File: src/rtl/riscv_pipe_pkg.sv
// riscv_pipe_pkg: shared types and constants for the RISC-V front-end pipeline.
//   NOP_INSTR     - canonical bubble (addi x0, x0, 0)
//   OP_*          - major opcode constants used by decode-side consumers
//   fetch_state_t - fetch-unit control state
//   fetch_entry_t - one buffered fetch result {pc, instr}
package riscv_pipe_pkg;

  localparam int PC_W    = 64;
  localparam int INSTR_W = 32;

  localparam logic [INSTR_W-1:0] NOP_INSTR = 32'h00000013;

  localparam logic [6:0] OP_LOAD   = 7'b0000011;
  localparam logic [6:0] OP_STORE  = 7'b0100011;
  localparam logic [6:0] OP_BRANCH = 7'b1100011;

  typedef enum logic [1:0] {
    IDLE  = 2'd0,
    RUN   = 2'd1,
    DRAIN = 2'd2
  } fetch_state_t;

  typedef struct packed {
    logic [PC_W-1:0]    pc;
    logic [INSTR_W-1:0] instr;
  } fetch_entry_t;

endpackage

File: src/rtl/fetch_buffer.sv
// fetch_buffer: synchronous FIFO of fetch_entry_t used as the fetch prefetch buffer.
// Ports:
//   clk, rst        - clock, synchronous active-high reset
//   clear           - drop all entries; wins over a same-cycle push/pop
//   push/push_entry - write one entry (ignored when full unless a pop frees a slot)
//   pop             - retire the head entry (ignored when empty)
//   head            - combinational view of the oldest entry
//   count/not_empty - occupancy
// DEPTH must be a power of two so the pointers wrap naturally.
module fetch_buffer
  import riscv_pipe_pkg::*;
#(
  parameter int DEPTH = 2,
  localparam int CNT_W = $clog2(DEPTH + 1)
) (
  input  logic             clk,
  input  logic             rst,
  input  logic             clear,
  input  logic             push,
  input  fetch_entry_t     push_entry,
  input  logic             pop,
  output fetch_entry_t     head,
  output logic [CNT_W-1:0] count,
  output logic             not_empty
);

  localparam int PTR_W = (DEPTH > 1) ? $clog2(DEPTH) : 1;

  fetch_entry_t     mem [DEPTH];
  logic [PTR_W-1:0] wr_ptr;
  logic [PTR_W-1:0] rd_ptr;
  logic             push_ok;
  logic             pop_ok;

  assign pop_ok    = pop && (count != '0);
  assign push_ok   = push && ((count != CNT_W'(DEPTH)) || pop_ok);
  assign head      = mem[rd_ptr];
  assign not_empty = (count != '0);

  always_ff @(posedge clk) begin
    if (rst || clear) begin
      wr_ptr <= '0;
      rd_ptr <= '0;
      count  <= '0;
    end else begin
      if (push_ok) wr_ptr <= wr_ptr + PTR_W'(1);
      if (pop_ok)  rd_ptr <= rd_ptr + PTR_W'(1);
      count <= count + CNT_W'(push_ok) - CNT_W'(pop_ok);
    end
  end

  // Storage carries data only; occupancy is tracked by the pointers above.
  always_ff @(posedge clk) begin
    if (push_ok && !clear) mem[wr_ptr] <= push_entry;
  end

endmodule

File: src/rtl/instr_fetch_unit.sv
// instr_fetch_unit: fetch stage feeding the decode hazard/forwarding controller.
// Generates the PC, issues in-order instruction-memory requests under a credit
// limit of BUF_DEPTH (outstanding + buffered), buffers responses, and presents a
// registered instruction plus a combinational one-ahead peek of the buffer head.
// A redirect flushes the buffer and discards every still-outstanding response.
// Ports:
//   clk, rst                          - clock, synchronous active-high reset
//   f_to_d_enable_ff                  - 1: decode takes an instruction; 0: hold outputs
//   redirect_valid, redirect_pc       - taken branch/jump restart address
//   imem_req_valid/ready/addr         - instruction-memory request channel
//   imem_rsp_valid/data               - in-order responses, no backpressure
//   instruction/_valid/_pc            - decode register
//   next_instruction, next_valid      - buffer head peek (NOP when empty)
// Optional build macro IFU_PERF_COUNTERS_EN adds saturating counters
//   perf_stall_cycles, perf_bubbles, perf_flushes.
// XLEN must not exceed the package PC width (64).
module instr_fetch_unit
  import riscv_pipe_pkg::*;
#(
  parameter int               XLEN               = 64,
  parameter int               INSTRUCTION_LENGTH = 32,
  parameter logic [XLEN-1:0]  RESET_PC           = '0,
  parameter int               BUF_DEPTH          = 2
) (
  input  logic                          clk,
  input  logic                          rst,
  input  logic                          f_to_d_enable_ff,
  input  logic                          redirect_valid,
  input  logic [XLEN-1:0]               redirect_pc,
  output logic                          imem_req_valid,
  input  logic                          imem_req_ready,
  output logic [XLEN-1:0]               imem_req_addr,
  input  logic                          imem_rsp_valid,
  input  logic [INSTRUCTION_LENGTH-1:0] imem_rsp_data,
  output logic [INSTRUCTION_LENGTH-1:0] instruction,
  output logic                          instruction_valid,
  output logic [XLEN-1:0]               instruction_pc,
  output logic [INSTRUCTION_LENGTH-1:0] next_instruction,
  output logic                          next_valid
`ifdef IFU_PERF_COUNTERS_EN
  ,
  output logic [31:0]                   perf_stall_cycles,
  output logic [31:0]                   perf_bubbles,
  output logic [31:0]                   perf_flushes
`endif
);

  localparam int CNT_W = $clog2(BUF_DEPTH + 1);

  fetch_state_t     state_q;
  fetch_state_t     state_d;
  logic [XLEN-1:0]  fetch_pc;
  logic [XLEN-1:0]  rsp_pc;
  logic [XLEN-1:0]  redirect_base;
  logic [CNT_W-1:0] outstanding;
  logic [CNT_W-1:0] drop_count;
  logic [CNT_W-1:0] drop_d;
  logic [CNT_W-1:0] buf_count;
  logic [CNT_W:0]   inflight;
  logic             req_fire;
  logic             rsp_keep;
  logic             rsp_drop;
  logic             buf_valid;
  logic             buf_pop;
  fetch_entry_t     push_entry;
  fetch_entry_t     head;
  logic             unused_redirect_lsbs;

  assign redirect_base        = {redirect_pc[XLEN-1:2], 2'b00};
  assign unused_redirect_lsbs = ^redirect_pc[1:0];

  // Credit rule: never have more requests in flight plus entries buffered than
  // the buffer can hold, so a response can always be accepted.
  assign inflight       = {1'b0, outstanding} + {1'b0, buf_count};
  assign imem_req_valid = (state_q != IDLE) && (inflight < (CNT_W+1)'(BUF_DEPTH)) && !redirect_valid;
  assign imem_req_addr  = fetch_pc;
  assign req_fire       = imem_req_valid && imem_req_ready;

  assign rsp_drop = imem_rsp_valid && (drop_count != '0);
  assign rsp_keep = imem_rsp_valid && (drop_count == '0);

  // rsp_pc tracks the address of the next response that will be kept, since
  // responses return strictly in request order.
  assign push_entry.pc    = PC_W'(rsp_pc);
  assign push_entry.instr = INSTR_W'(imem_rsp_data);
  assign buf_pop          = f_to_d_enable_ff && !redirect_valid;

  fetch_buffer #(.DEPTH(BUF_DEPTH)) u_fetch_buffer (
    .clk        (clk),
    .rst        (rst),
    .clear      (redirect_valid),
    .push       (rsp_keep),
    .push_entry (push_entry),
    .pop        (buf_pop),
    .head       (head),
    .count      (buf_count),
    .not_empty  (buf_valid)
  );

  assign next_valid       = buf_valid;
  assign next_instruction = buf_valid ? INSTRUCTION_LENGTH'(head.instr)
                                      : INSTRUCTION_LENGTH'(NOP_INSTR);

  always_comb begin
    state_d = state_q;
    drop_d  = drop_count;
    if (rsp_drop) drop_d = drop_count - CNT_W'(1);
    case (state_q)
      IDLE:    state_d = RUN;
      DRAIN:   if (drop_d == '0) state_d = RUN;
      default: state_d = state_q;
    endcase
    // Everything still outstanding after this cycle is stale, including any
    // response counted during an earlier drain and any arriving right now.
    if (redirect_valid) begin
      drop_d  = outstanding - CNT_W'(imem_rsp_valid);
      state_d = (drop_d != '0) ? DRAIN : RUN;
    end
  end

  // Control: state, PCs, request/drop accounting
  always_ff @(posedge clk) begin
    if (rst) begin
      state_q     <= IDLE;
      fetch_pc    <= RESET_PC;
      rsp_pc      <= RESET_PC;
      outstanding <= '0;
      drop_count  <= '0;
    end else begin
      state_q     <= state_d;
      drop_count  <= drop_d;
      outstanding <= outstanding + CNT_W'(req_fire) - CNT_W'(imem_rsp_valid);
      if (redirect_valid) begin
        fetch_pc <= redirect_base;
        rsp_pc   <= redirect_base;
      end else begin
        if (req_fire) fetch_pc <= fetch_pc + XLEN'(4);
        if (rsp_keep) rsp_pc   <= rsp_pc + XLEN'(4);
      end
    end
  end

  // Decode register: the PC is left unchanged when a bubble is loaded.
  always_ff @(posedge clk) begin
    if (rst) begin
      instruction       <= INSTRUCTION_LENGTH'(NOP_INSTR);
      instruction_valid <= 1'b0;
      instruction_pc    <= '0;
    end else if (redirect_valid) begin
      instruction       <= INSTRUCTION_LENGTH'(NOP_INSTR);
      instruction_valid <= 1'b0;
    end else if (f_to_d_enable_ff) begin
      if (buf_valid) begin
        instruction       <= INSTRUCTION_LENGTH'(head.instr);
        instruction_valid <= 1'b1;
        instruction_pc    <= XLEN'(head.pc);
      end else begin
        instruction       <= INSTRUCTION_LENGTH'(NOP_INSTR);
        instruction_valid <= 1'b0;
      end
    end
  end

`ifdef IFU_PERF_COUNTERS_EN
  function automatic logic [31:0] sat_inc(input logic [31:0] v);
    return (v == '1) ? v : v + 32'd1;
  endfunction

  always_ff @(posedge clk) begin
    if (rst) begin
      perf_stall_cycles <= '0;
      perf_bubbles      <= '0;
      perf_flushes      <= '0;
    end else begin
      if (!f_to_d_enable_ff) perf_stall_cycles <= sat_inc(perf_stall_cycles);
      if (f_to_d_enable_ff && !buf_valid && !redirect_valid) perf_bubbles <= sat_inc(perf_bubbles);
      if (redirect_valid) perf_flushes <= sat_inc(perf_flushes);
    end
  end
`endif

endmodule

File: config.mk
export PLATFORM = sky130hd
export DESIGN_NAME = instr_fetch_unit
export DESIGN_NICKNAME = d
export VERILOG_FILES = /design/src/rtl/riscv_pipe_pkg.sv /design/src/rtl/fetch_buffer.sv /design/src/rtl/instr_fetch_unit.sv
export SDC_FILE = /design/constraint.sdc
export NUM_CORES = 1
export LEC_CHECK = 0
export BUFFER_PORTS_ARGS = -buffer_cell sky130_fd_sc_hd__buf_4
export CORE_ASPECT_RATIO = 0.8
export CORE_MARGIN = 2
export CORE_UTILIZATION = 61
export CTS_CLUSTER_DIAMETER = 150
export DETAILED_ROUTE_END_ITERATION = 7
export PLACE_DENSITY = 0.82
export SLEW_MARGIN = 0
export SYNTH_ARGS = -nofsm -noshare
export SYNTH_HDL_FRONTEND = slang
export SYNTH_SLANG_ARGS = --single-unit
File: constraint.sdc
create_clock -name clk -period 36.2 [get_ports clk]
set_clock_uncertainty 0.15 [all_clocks]
set_input_delay 5.43 -clock clk [delete_from_list [all_inputs] [get_ports clk]]
set_output_delay 5.43 -clock clk [all_outputs]
set_load 0.02 [all_outputs]
==> results.sh <==
export IMPL_synth_ff_type="dfxtp_1"
export IMPL_r2r_cells=8
export IMPL_max_freq_mhz=81.7
export IMPL_cts_sinks=418
export IMPL_initial_utilization_pct=61.7
export IMPL_p_leak_nw=7.69
export IMPL_final_setup_tns_ps=0
export IMPL_yosys_area_top_type="edfxtp_1"
export IMPL_portBuffers=290
export IMPL_drc=0
export IMPL_cts_root_buf="clkbuf_16"
export IMPL_yosysTopAreaCellShare_pct=31.3
export IMPL_totalWireLength_mm=49.1
export IMPL_seq_area_frac_synth_pct=56.8
export IMPL_die_area_mm2=0.0310
export IMPL_synthAdderAreaFrac_pct=0.666
export IMPL_grt_setup_unrepaired="false"
export IMPL_syn_inst=1631
export IMPL_hold_buffers=0
export IMPL_grt_first_pass_wirelength_mm=75.3
export IMPL_hold_viol_final=0
export IMPL_htreeDepth=2
export IMPL_synth_compound_area_share_pct=12.4
export IMPL_final_common_cell="buf_4"
export IMPL_postSynthAreaPerCell_um2=11.1
export IMPL_syn_to_final_growth_pct=20.7
export IMPL_multi_input_area_mm2=0.00729
export IMPL_grt_pass1_vias=13300
export IMPL_period_share_pct=33.8
export IMPL_drt_pass1_iter_count=6
export IMPL_path_clk_slew_ps=60
export IMPL_post_cts_buffers=0
export IMPL_ys_warnings_count=0
export IMPL_dpl_cell_count=2203
export IMPL_endpoint_kind="output port"
export IMPL_post_drt_via_cell_ratio=6.30
export IMPL_hold_path_startpoint="instruction_valid$_SDFFE_PP0P_"
export IMPL_synth_top_family_by_area="simple AND/OR/NAND/NOR gates"
export IMPL_drive_gt1_share_pct=20.4
export IMPL_setup_viol=0
export IMPL_synth_cell_types=65
export IMPL_die_y_um=158
export IMPL_clockBufferDepth=3
export IMPL_drtIter0Drc=1384
export IMPL_hold_path_class="reg2reg"
export IMPL_core_area_mm2=0.0292
export IMPL_fp_dieW_um=196
export IMPL_crit_required_ps=30620
export IMPL_period_minus_slack_ps=12250
export IMPL_cp_arrival_ps=6670
export IMPL_regToRegSetupSlack_ps=32370
export IMPL_grt_max_degree=112
export IMPL_relSlewSlack_pct=25.1
export IMPL_yosys_mux_area_fraction_pct=7.11
export IMPL_final_nets=1980
export IMPL_avgRoutedWirePerCell_um=21.6
export IMPL_numCtsBuffers=41
export IMPL_async_flop_share_pct=0
export IMPL_ir_worst_vdd_uv=30.6
export IMPL_cts_resized_gates=0
export IMPL_cts_tree="done"
export IMPL_grt_usage_pct=31.2
export IMPL_start_kind="primary input"
export IMPL_worstMarginPinSlew_ps=1110
export IMPL_fin_cells=2278
export IMPL_critPathKind="in2out"
export IMPL_pin_count=297
export IMPL_worstReg2RegEnd="imem_req_addr[52]$_SDFFE_PP0P_"
export IMPL_ys_ff_latch=418
export IMPL_synth_area_mm2=0.0180
export IMPL_gp_congestion=0.916
export IMPL_fillers=1928
export IMPL_crit_start="redirect_valid"
export IMPL_rows=56
export IMPL_whs_path_depth=2
export IMPL_seq_area_mm2=0.0103
export IMPL_postRouteAntennaNets=0
export IMPL_dp_hpwl_mm=33.7
export IMPL_antenna_found_initial=0
export IMPL_path_max_fanout=70
export IMPL_synth_area_top_cells="edfxtp_1 (31%), dfxtp_1 (26%), mux2i_1 (7.1%)"
export IMPL_synth_xor_area_share_pct=3.11
export IMPL_status="completed"
export IMPL_vias=14300
export IMPL_synth_edf_count=188
export IMPL_holdPathEnd="instruction_valid$_SDFFE_PP0P_"
export IMPL_slew_violations=0
export IMPL_p_per_area_mw_per_mm2=50.3
export IMPL_synthSimpleGateAreaFrac_pct=17.0
export IMPL_diodes=0
export IMPL_drv_cap=0
export IMPL_layout_common_cells="buf_4 (300), dfxtp_1 (229), edfxtp_1 (188)"
export IMPL_worst_r2r_startpoint="u_fetch_buffer.count[0]$_SDFF_PP0_"
export IMPL_clk_latency_ps=550
export IMPL_gr_total_overflow=0
## power by group
group          internal (W)  switching (W)
Clock              0.000266       0.000180
Combinational     0.0000434      0.0000633
Sequential         0.000517      0.0000241
## cell type report
type / instances / area share [%]
clock buffers: 55 / 5.24
clock inverters: 20 / 1.31
inverters: 19 / 0.339
multi-input cells: 1089 / 33.5
flip-flops and latches: 418 / 47.1
well taps: 377 / 2.17
repair buffers: 300 / 10.3
## how the worst max path moves through the flow
stage	endpoint	slack, ps	depth (start not counted)
2_1_floorplan	u_fetch_buffer.mem[1][0]$_DFFE_PP_	19470	4
3_3_place_gp	imem_req_valid	23970	4
3_5_place_dp	imem_req_valid	23970	4
4_1_cts	imem_req_valid	23950	4
5_1_grt	imem_req_valid	23880	4
6_report	imem_req_valid	23950	4
## worst max-delay path, cell delays in order
cell and delay, ps:
buf_4 220, inv_4 530, and3_1 310, buf_4 150
## metrics by stage
stage	total power, W	setup WS, ps	utilization, %	hold WS, ps	area (µm²)
finish	0.00109	23950	74.5	326	21800
global route	0.00113	23880	74.5	367	21800
CTS	0.00110	23950	74.5	327	21800
detailed placement	0.000654	23970	69.6	316	20300
global placement	0.000650	23970	69.6	313	20300
floorplan	0.000609	19470	-	274	18000
## Yosys cell counts (24+ instances only)
library cell and count:
and3_1 36, a21boi_0 43, nand2_1 76, nor2_1 173, o21ai_0 26, dfxtp_1 230
nor3_1 50, edfxtp_1 188, xnor2_1 37, nand4_1 51, and4_1 29, o31a_1 24
nor4_1 35, mux2i_1 128, xor2_1 27, clkbuf_1 76, nand3_1 60, a211oi_1 83
o21a_1 49
## logic make-up after synthesis
logic type | count (synthesis)
AOI/OAI and AO/OA | 301
muxes | 128
buffers and inverters | 127
adders and majority gates | 9
DFF | 418
xor gates and xnor gates | 64
and+or+nand+nor | 583
other | 1
## layer usage
metal  up-vias  routed length, µm  track usage (%)
li1       6638                  -                -
met1      6815              21400             45.7
met2       810              21700             48.3
met3        81               5000             5.33
met4         0               1060             8.73
met5         -                  0                0
## registers in the layout, summed over array words and instances (netlist names), named ones only
register,flops
u_fetch_buffer.wr_ptr,1
u_fetch_buffer.count,2
u_fetch_buffer.rd_ptr,1
drop_count,2
rsp_pc,62
state_q,2
imem_req_addr,62
instruction_pc,62
outstanding,2
instruction,32
u_fetch_buffer.mem,188
instruction_valid,1
No activity file was read; power rests on OpenSTA's default activity.
